### config.mk
export PLATFORM = sky130hd
export DESIGN_NAME = stopwatch_ctrl
export DESIGN_NICKNAME = d
export VERILOG_FILES = /design/src/rtl/stopwatch_ctrl.sv
export SDC_FILE = /design/constraint.sdc
export NUM_CORES = 1
export LEC_CHECK = 0
export ABC_AREA = 1
export CORE_MARGIN = 2
export CORE_UTILIZATION = 35
export CTS_BUF_LIST = sky130_fd_sc_hd__clkbuf_4
export CTS_CLUSTER_DIAMETER = 30
export DETAILED_ROUTE_END_ITERATION = 12
export GPL_ROUTABILITY_DRIVEN = 0
export PLACE_DENSITY = 0.56
export SYNTH_ARGS = -nofsm -noshare
export SYNTH_HDL_FRONTEND = slang
export SYNTH_SLANG_ARGS = --single-unit
export TNS_END_PERCENT = 1
### constraint.sdc
create_clock -name clk -period 4.2 [get_ports clk]
set_clock_uncertainty 0.1 [all_clocks]
set_input_delay 0.42 -clock clk [delete_from_list [all_inputs] [get_ports clk]]
set_output_delay 0.42 -clock clk [all_outputs]
set_load 0.01 [all_outputs]
### src/rtl/stopwatch_ctrl.sv
// Purpose : MM:SS stopwatch with pause toggle, per-field adjust mode and
//           display-multiplex (fast) / adjust-blink (blink) square waves.
// Latency : every output is a register; inputs take effect on the next clk edge.
// Backpr. : none -- pause is a one-cycle pulse, adj/sel are levels.
// Ports   : clk, reset (async, active-high); pause, adj, sel inputs;
//           min1/min2/sec1/sec2 BCD digits, fast, blink outputs.
module stopwatch_ctrl #(
  parameter int TICK_DIV  = 100000000,
  parameter int ADJ_DIV   = 50000000,
  parameter int FAST_DIV  = 100000,
  parameter int BLINK_DIV = 25000000
) (
  input  logic       clk,
  input  logic       reset,
  input  logic       pause,
  input  logic       adj,
  input  logic       sel,
  output logic [2:0] min1,
  output logic [3:0] min2,
  output logic [2:0] sec1,
  output logic [3:0] sec2,
  output logic       fast,
  output logic       blink
);

  localparam int TW = (TICK_DIV  > 1) ? $clog2(TICK_DIV)  : 1;
  localparam int AW = (ADJ_DIV   > 1) ? $clog2(ADJ_DIV)   : 1;
  localparam int FW = (FAST_DIV  > 1) ? $clog2(FAST_DIV)  : 1;
  localparam int BW = (BLINK_DIV > 1) ? $clog2(BLINK_DIV) : 1;

  localparam logic [TW-1:0] TICK_LAST  = TW'(TICK_DIV - 1);
  localparam logic [AW-1:0] ADJ_LAST   = AW'(ADJ_DIV - 1);
  localparam logic [FW-1:0] FAST_LAST  = FW'(FAST_DIV - 1);
  localparam logic [BW-1:0] BLINK_LAST = BW'(BLINK_DIV - 1);

  typedef enum logic [1:0] {
    RUN    = 2'd0,
    PAUSED = 2'd1,
    ADJUST = 2'd2
  } state_e;

  state_e        mode;
  logic          paused_q;
  logic [TW-1:0] tick_q;
  logic [AW-1:0] adj_div_q;
  logic [FW-1:0] fast_div_q;
  logic [BW-1:0] blink_div_q;

  logic [6:0]    sec_inc_d;
  logic [6:0]    min_inc_d;
  logic          sec_wrap;

  // Increment a {tens[2:0], units[3:0]} BCD field, wrapping 59 -> 00.
  function automatic logic [6:0] bcd59_inc(input logic [6:0] f);
    logic [6:0] r;
    if (f[3:0] == 4'd9) begin
      if (f[6:4] == 3'd5) r = 7'd0;
      else                r = {f[6:4] + 3'd1, 4'd0};
    end else begin
      r = {f[6:4], f[3:0] + 4'd1};
    end
    return r;
  endfunction

  // Mode is a pure function of the adj level and the paused flag; it only
  // steers register updates, so no input reaches an output combinationally.
  always_comb begin
    mode = RUN;
    if (adj)           mode = ADJUST;
    else if (paused_q) mode = PAUSED;
  end

  always_comb begin
    sec_inc_d = bcd59_inc({sec1, sec2});
    min_inc_d = bcd59_inc({min1, min2});
    sec_wrap  = ({sec1, sec2} == {3'd5, 4'd9});
  end

  always_ff @(posedge clk or posedge reset) begin
    if (reset) begin
      paused_q    <= 1'b0;
      tick_q      <= '0;
      adj_div_q   <= '0;
      fast_div_q  <= '0;
      blink_div_q <= '0;
      min1        <= '0;
      min2        <= '0;
      sec1        <= '0;
      sec2        <= '0;
      fast        <= 1'b0;
      blink       <= 1'b0;
    end else begin
      // Pause toggles in every mode; a tick on the same edge still lands
      // because this edge's mode was decided by the old flag.
      if (pause) paused_q <= ~paused_q;

      if (fast_div_q == FAST_LAST) begin
        fast_div_q <= '0;
        fast       <= ~fast;
      end else begin
        fast_div_q <= fast_div_q + FW'(1);
      end

      case (mode)
        ADJUST: begin
          // Adjust divider sits at 0 outside ADJUST, so the first bump
          // lands ADJ_DIV edges after adj rises. tick_q is held.
          if (adj_div_q == ADJ_LAST) begin
            adj_div_q <= '0;
            if (sel) {sec1, sec2} <= sec_inc_d;
            else     {min1, min2} <= min_inc_d;
          end else begin
            adj_div_q <= adj_div_q + AW'(1);
          end
          if (blink_div_q == BLINK_LAST) begin
            blink_div_q <= '0;
            blink       <= ~blink;
          end else begin
            blink_div_q <= blink_div_q + BW'(1);
          end
        end
        RUN: begin
          adj_div_q   <= '0;
          blink_div_q <= '0;
          blink       <= 1'b0;
          if (tick_q == TICK_LAST) begin
            tick_q       <= '0;
            {sec1, sec2} <= sec_inc_d;
            if (sec_wrap) {min1, min2} <= min_inc_d;
          end else begin
            tick_q <= tick_q + TW'(1);
          end
        end
        default: begin
          // PAUSED: time and tick divider frozen.
          adj_div_q   <= '0;
          blink_div_q <= '0;
          blink       <= 1'b0;
        end
      endcase
    end
  end

endmodule

Word-level counts from Yosys, hierarchy flattened

Index checks and enable logic that the tools add are counted.

Output and inout port bits: 16
Logic and storage cells: 74
Input bits: 5
Flip-flop bits (word level): 112

Multiplexer cells: 32
Reduce and logical (&&, ||, !) cells: 4
$add $sub $neg: 8
Equality and inequality tests: 16
Bitwise gates (word level): 3

Operator list:

| kind                  | number |
|---|---|
| $mux 26               | 2 |
| $mux 25               | 2 |
| $mux 4                | 7 |
| $mux 7                | 4 |
| $add 27x1->27 const B | 1 |
| $eq 27x27->1 const B  | 1 |
| $mux 27               | 1 |
| $add 26x1->26 const B | 1 |
| $eq 26x26->1 const B  | 1 |
| $add 25x1->25 const B | 1 |
| $eq 25x25->1 const B  | 1 |
| $mux 3                | 7 |
| $add 17x1->17 const B | 1 |
| $eq 17x17->1 const B  | 1 |
| $mux 17               | 1 |
| $pmux 4 s2            | 2 |
| $ne 2x2->1 const B    | 6 |
| $pmux 3 s2            | 2 |
| $add 4x1->4 const B   | 2 |
| $eq 4x4->1 const B    | 2 |
| $eq 7x7->1 const B    | 1 |
| $add 3x1->3 const B   | 2 |
| $eq 3x3->1 const B    | 2 |
| $reduce_and 5->1      | 1 |
| 7 further kinds       | 11 |

Longest topological paths before layout

Word-level depth: 6
Gate-level depth with buffers: 11
Depth with buffers taken out: 11

Worst setup path before layout

OpenSTA, ideal clock, no wires.

Path type: reg-to-reg
Start point: register adj_div_q[0]
End point: register adj_div_q[18]
Required time: 3.973 ns
Cell stages (with the launch flop): 10
Slack: 2.591 ns
Library setup time: 0.127 ns
Clock period less this slack: 1.609 ns
Arrival time: 1.382 ns
Path buffers: 1
Cell sequence: dfrtp_1 ha_1 nand2_2 nor2_4 nand2_1 nor2_1 nand2_2 nand2_4 buf_2 nor3_1

Longest elaborated chain between the ends: 3
Elaborated cells on any way between the ends: 4
Classes of those cells: 1 x add/sub; 1 x eq/ne; 2 x mux

Ends and longest elaborated chain:

| element                                              | line     | RTL |
|---|---|---|
| start, declared                                      | 45       | `logic [AW-1:0] adj_div_q;` |
| start signal, assigned                               | 113      | `adj_div_q <= adj_div_q + AW'(1);` |
| $add 26x1->26 / $eq 26x26->1 (equally long branches) | 113, 108 |  |
| $mux 26 *                                            | 108      | `if (adj_div_q == ADJ_LAST) begin` |
| $mux 26 *                                            | 104      | `case (mode)` |

Mark *: on every way between the ends. The rest lies on a longest branch, timed or not.
A chain may end at the register's enable or synchronous reset.

Worst setup path in the final report

Start point: input port adj
End point: register tick_q[18]

Longest elaborated chain between the ends: 2

Ends and longest elaborated chain:

| element              | line | RTL |
|---|---|---|
| start, declared      | 16   | `input logic adj,` |
| $mux 2               | 69   | `if (adj) mode = ADJUST;` |
| $logic_not 2->1      | 104  |  |
| end signal, assigned | 131  | `tick_q <= tick_q + TW'(1);` |
| end, declared        | 44   | `logic [TW-1:0] tick_q;` |

No other way between the ends.

==> metrics <==
status finished, final reports clean; post-route setup TNS 0 ns; port buffer count 20; Final min period 2.27 ns; max-cap viol count 0; Clk pin slew, worst setup/hold paths approximately 0.18 ns; crit-path max FO 27; die width 141 um; EDFF count, synth 0; P per Cell Area approximately 340 nW/um^2; total power approximately 2.5 mW; CTS root buffer clkbuf_4; startpoint types input port; Synth Flop Type dfrtp_1; via count between 5000 and 6000; post-DR wirelength/cell 13.0 um; Mapped Avg Cell Area between 7 and 8 sq um; crit-path max cell delay 0.72 ns; ANT nets after route 0; post-synthesis register bit count roughly 110; Worst Path Required 4.51 ns; Leak 3.31 nW; CP max stage cell clkdlybuf4s50_1; unrepaired setup endpoints after global routing false; Slew @ Worst Pin 0.781 ns; Worst Hold Class in -> async; Worst Slack Setup Final about 1.9 ns; DR iter-0 viols ~400; Nets 903; Final Max Slew Viols 0; H-tree depth 3; Post-Syn Instances a little under 900; Area Overhead vs Synth 9.50%; WL final between 10000 and 15000 um; FFs w/ async S/R, synth 100%; CP top delay family buffers and inverters; DR vias/cell approximately 5; Sink Count 112; hold_buf cts 0; VDD IR max roughly 0.13 mV; Site Rows 50; Initial Util between 30% and 40%; Setup violations, final 0; share of layout cells above drive strength 1 between 8 and 9%; Placed Cells around 1100; CP Cell Sequence clkdlybuf4s50_1 > inv_6 > nand2_4 > inv_4 > nand3_1 > o21ai_0 > nor2_1; Post-Syn Nets between 800 and 900; Crit Path Class in -> reg; vias in the first global route approximately 5400; post-synthesis instance area 6560 sq um; CP Buf/Inv Count 3; Placement Cell Area 7020 sq um; fin area between 7000 and 8000 sq um; first-pass GRT wire length approximately 26000 um; Die ar. between 15000 and 20000 sq um; die extent in y 141 um; CP arrival around 2.6 ns; pre-CTS setup slack around 1.4 ns; post-route insts no fill between 1000 and 1500; Slew headroom a little under half; CP Capture Type register; Yosys cell types 42; DRC 0; Syn. warnings 0; register area share after synthesis a little over two fifths; CTS max path bufs 2; Num CTS Buffers 9; Final period util roughly 54%; Hold WS between 0.2 and 0.3 ns; DP Wirelength around 11000 um; largest net degree at the start of global routing 63; post-cts gate resize count 0; Clock Latency Late Sink 0.51 ns; final hold violations 0; initial antenna violation count 1; core area 18500 sq um; fmax about 440 MHz; GR Overflow Total 0; Post-CTS Setup Inserts 0; IO Count 21; CTS tree built; DRT Pass-1 Iters 5; GR Util All Layers between 10% and 20%; Core Util, Final about two fifths
## Yosys cell counts (9+ instances only)
cell / n / share of area (%)
o21ai_0: 21 / 1.6
xor2_1: 27 / 3.6
nand3_1: 74 / 5.6
nand4_1: 29 / 2.8
nor2_2: 9 / 0.86
nand2_2: 10 / 0.95
nand2_1: 177 / 10
a21oi_1: 28 / 2.1
nor3_1: 41 / 3.1
inv_1: 118 / 6.8
nor2_1: 130 / 7.4
dfrtp_1: 112 / 43
nor2_4: 9 / 1.5
## where the power goes
| part | switching [mW] | total [mW] | internal (mW) | leakage (nW) |
|---|---|---|---|---|
| clock network | 0.374 | 0.617 | 0.243 | 0.0868 |
| registers | 0.144 | 1.32 | 1.18 | 1.46 |
| logic | 0.305 | 0.526 | 0.221 | 1.76 |
| total | 0.823 | 2.47 | 1.64 | 3.31 |
## per-layer routing
| metal | vias to the layer above | part of all wire [%] | track usage (%) |
|---|---|---|---|
| met5 | - | 0 | 0 |
| met4 | 0 | 1.1 | 4.11 |
| met3 | 16 | 3.8 | 2.51 |
| met2 | 102 | 45 | 24.9 |
| met1 | 2603 | 50 | 22.6 |
| li1 | 2843 | - | - |
## worst reg2reg max path: stages, from the launching register on
cell	delay, ns
dfrtp_1	0.45
ha_1	0.22
nand2_2	0.08
nor2_4	0.15
nand2_1	0.07
nor2_1	0.13
nand2_2	0.11
nand2_4	0.24
nand4_1	0.22
nand2_1	0.10
nand2_1	0.05
## worst paths after layout
path / from / cells past startpoint / endpoint / slack, ns
min reg2reg: blink_div_q[0] / 1 / blink_div_q[0] / 0.37
max in group asynchronous: reset / 3 / tick_q[17] / 2.86
max reg2reg: adj_div_q[0] / 10 / min1[1] / 2.18
max: adj / 7 / tick_q[18] / 1.93
min in group clk: blink_div_q[0] / 1 / blink_div_q[0] / 0.37
min: reset / 2 / fast_div_q[14] / 0.30
## cell families (layout without fill, tap and decap cells)
| logic type | Yosys count | count (layout) | share of synthesized area (%) |
|---|---|---|---|
| other cells | 0 | 1 | 0 |
| compound gates | 65 | 65 | 5.42 |
| simple gates | 519 | 519 | 38.4 |
| flops | 112 | 112 | 42.7 |
| xor+xnor | 34 | 34 | 4.54 |
| fa+ha+maj | 4 | 4 | 0.763 |
| buf+inv | 135 | 164 | 8.15 |
## registers in the layout (all words and copies together) (netlist names)
signal,cells
fast,1
blink_div_q,25
blink,1
min2,4
sec1,3
adj_div_q,26
fast_div_q,17
sec2,4
paused_q,1
min1,3
tick_q,27
## layout make-up
class	count	area, sq um
diodes	1	2.50
clock buffers	9	67.6
clock inverters	6	91.3
fillers	1942	11300
inverters	127	488
multi-input cells	622	3220
flip-flops and latches	112	2800
well taps	234	293
repair buffers	22	215
## cell usage in the layout, fill, tap and decap left out, types with 8 or more instances in the layout
master	count
nand4_1	29
nor2_2	9
inv_1	117
nor3_1	41
a21oi_1	28
o21ai_0	21
nor2_4	9
nand2_1	177
nand2_2	10
clkdlybuf4s50_1	20
dfrtp_1	112
nand3_1	74
clkbuf_4	9
nand2_4	8
nor2_1	130
nor4_1	8
xor2_1	27
Power figures use the tool's default switching activity.
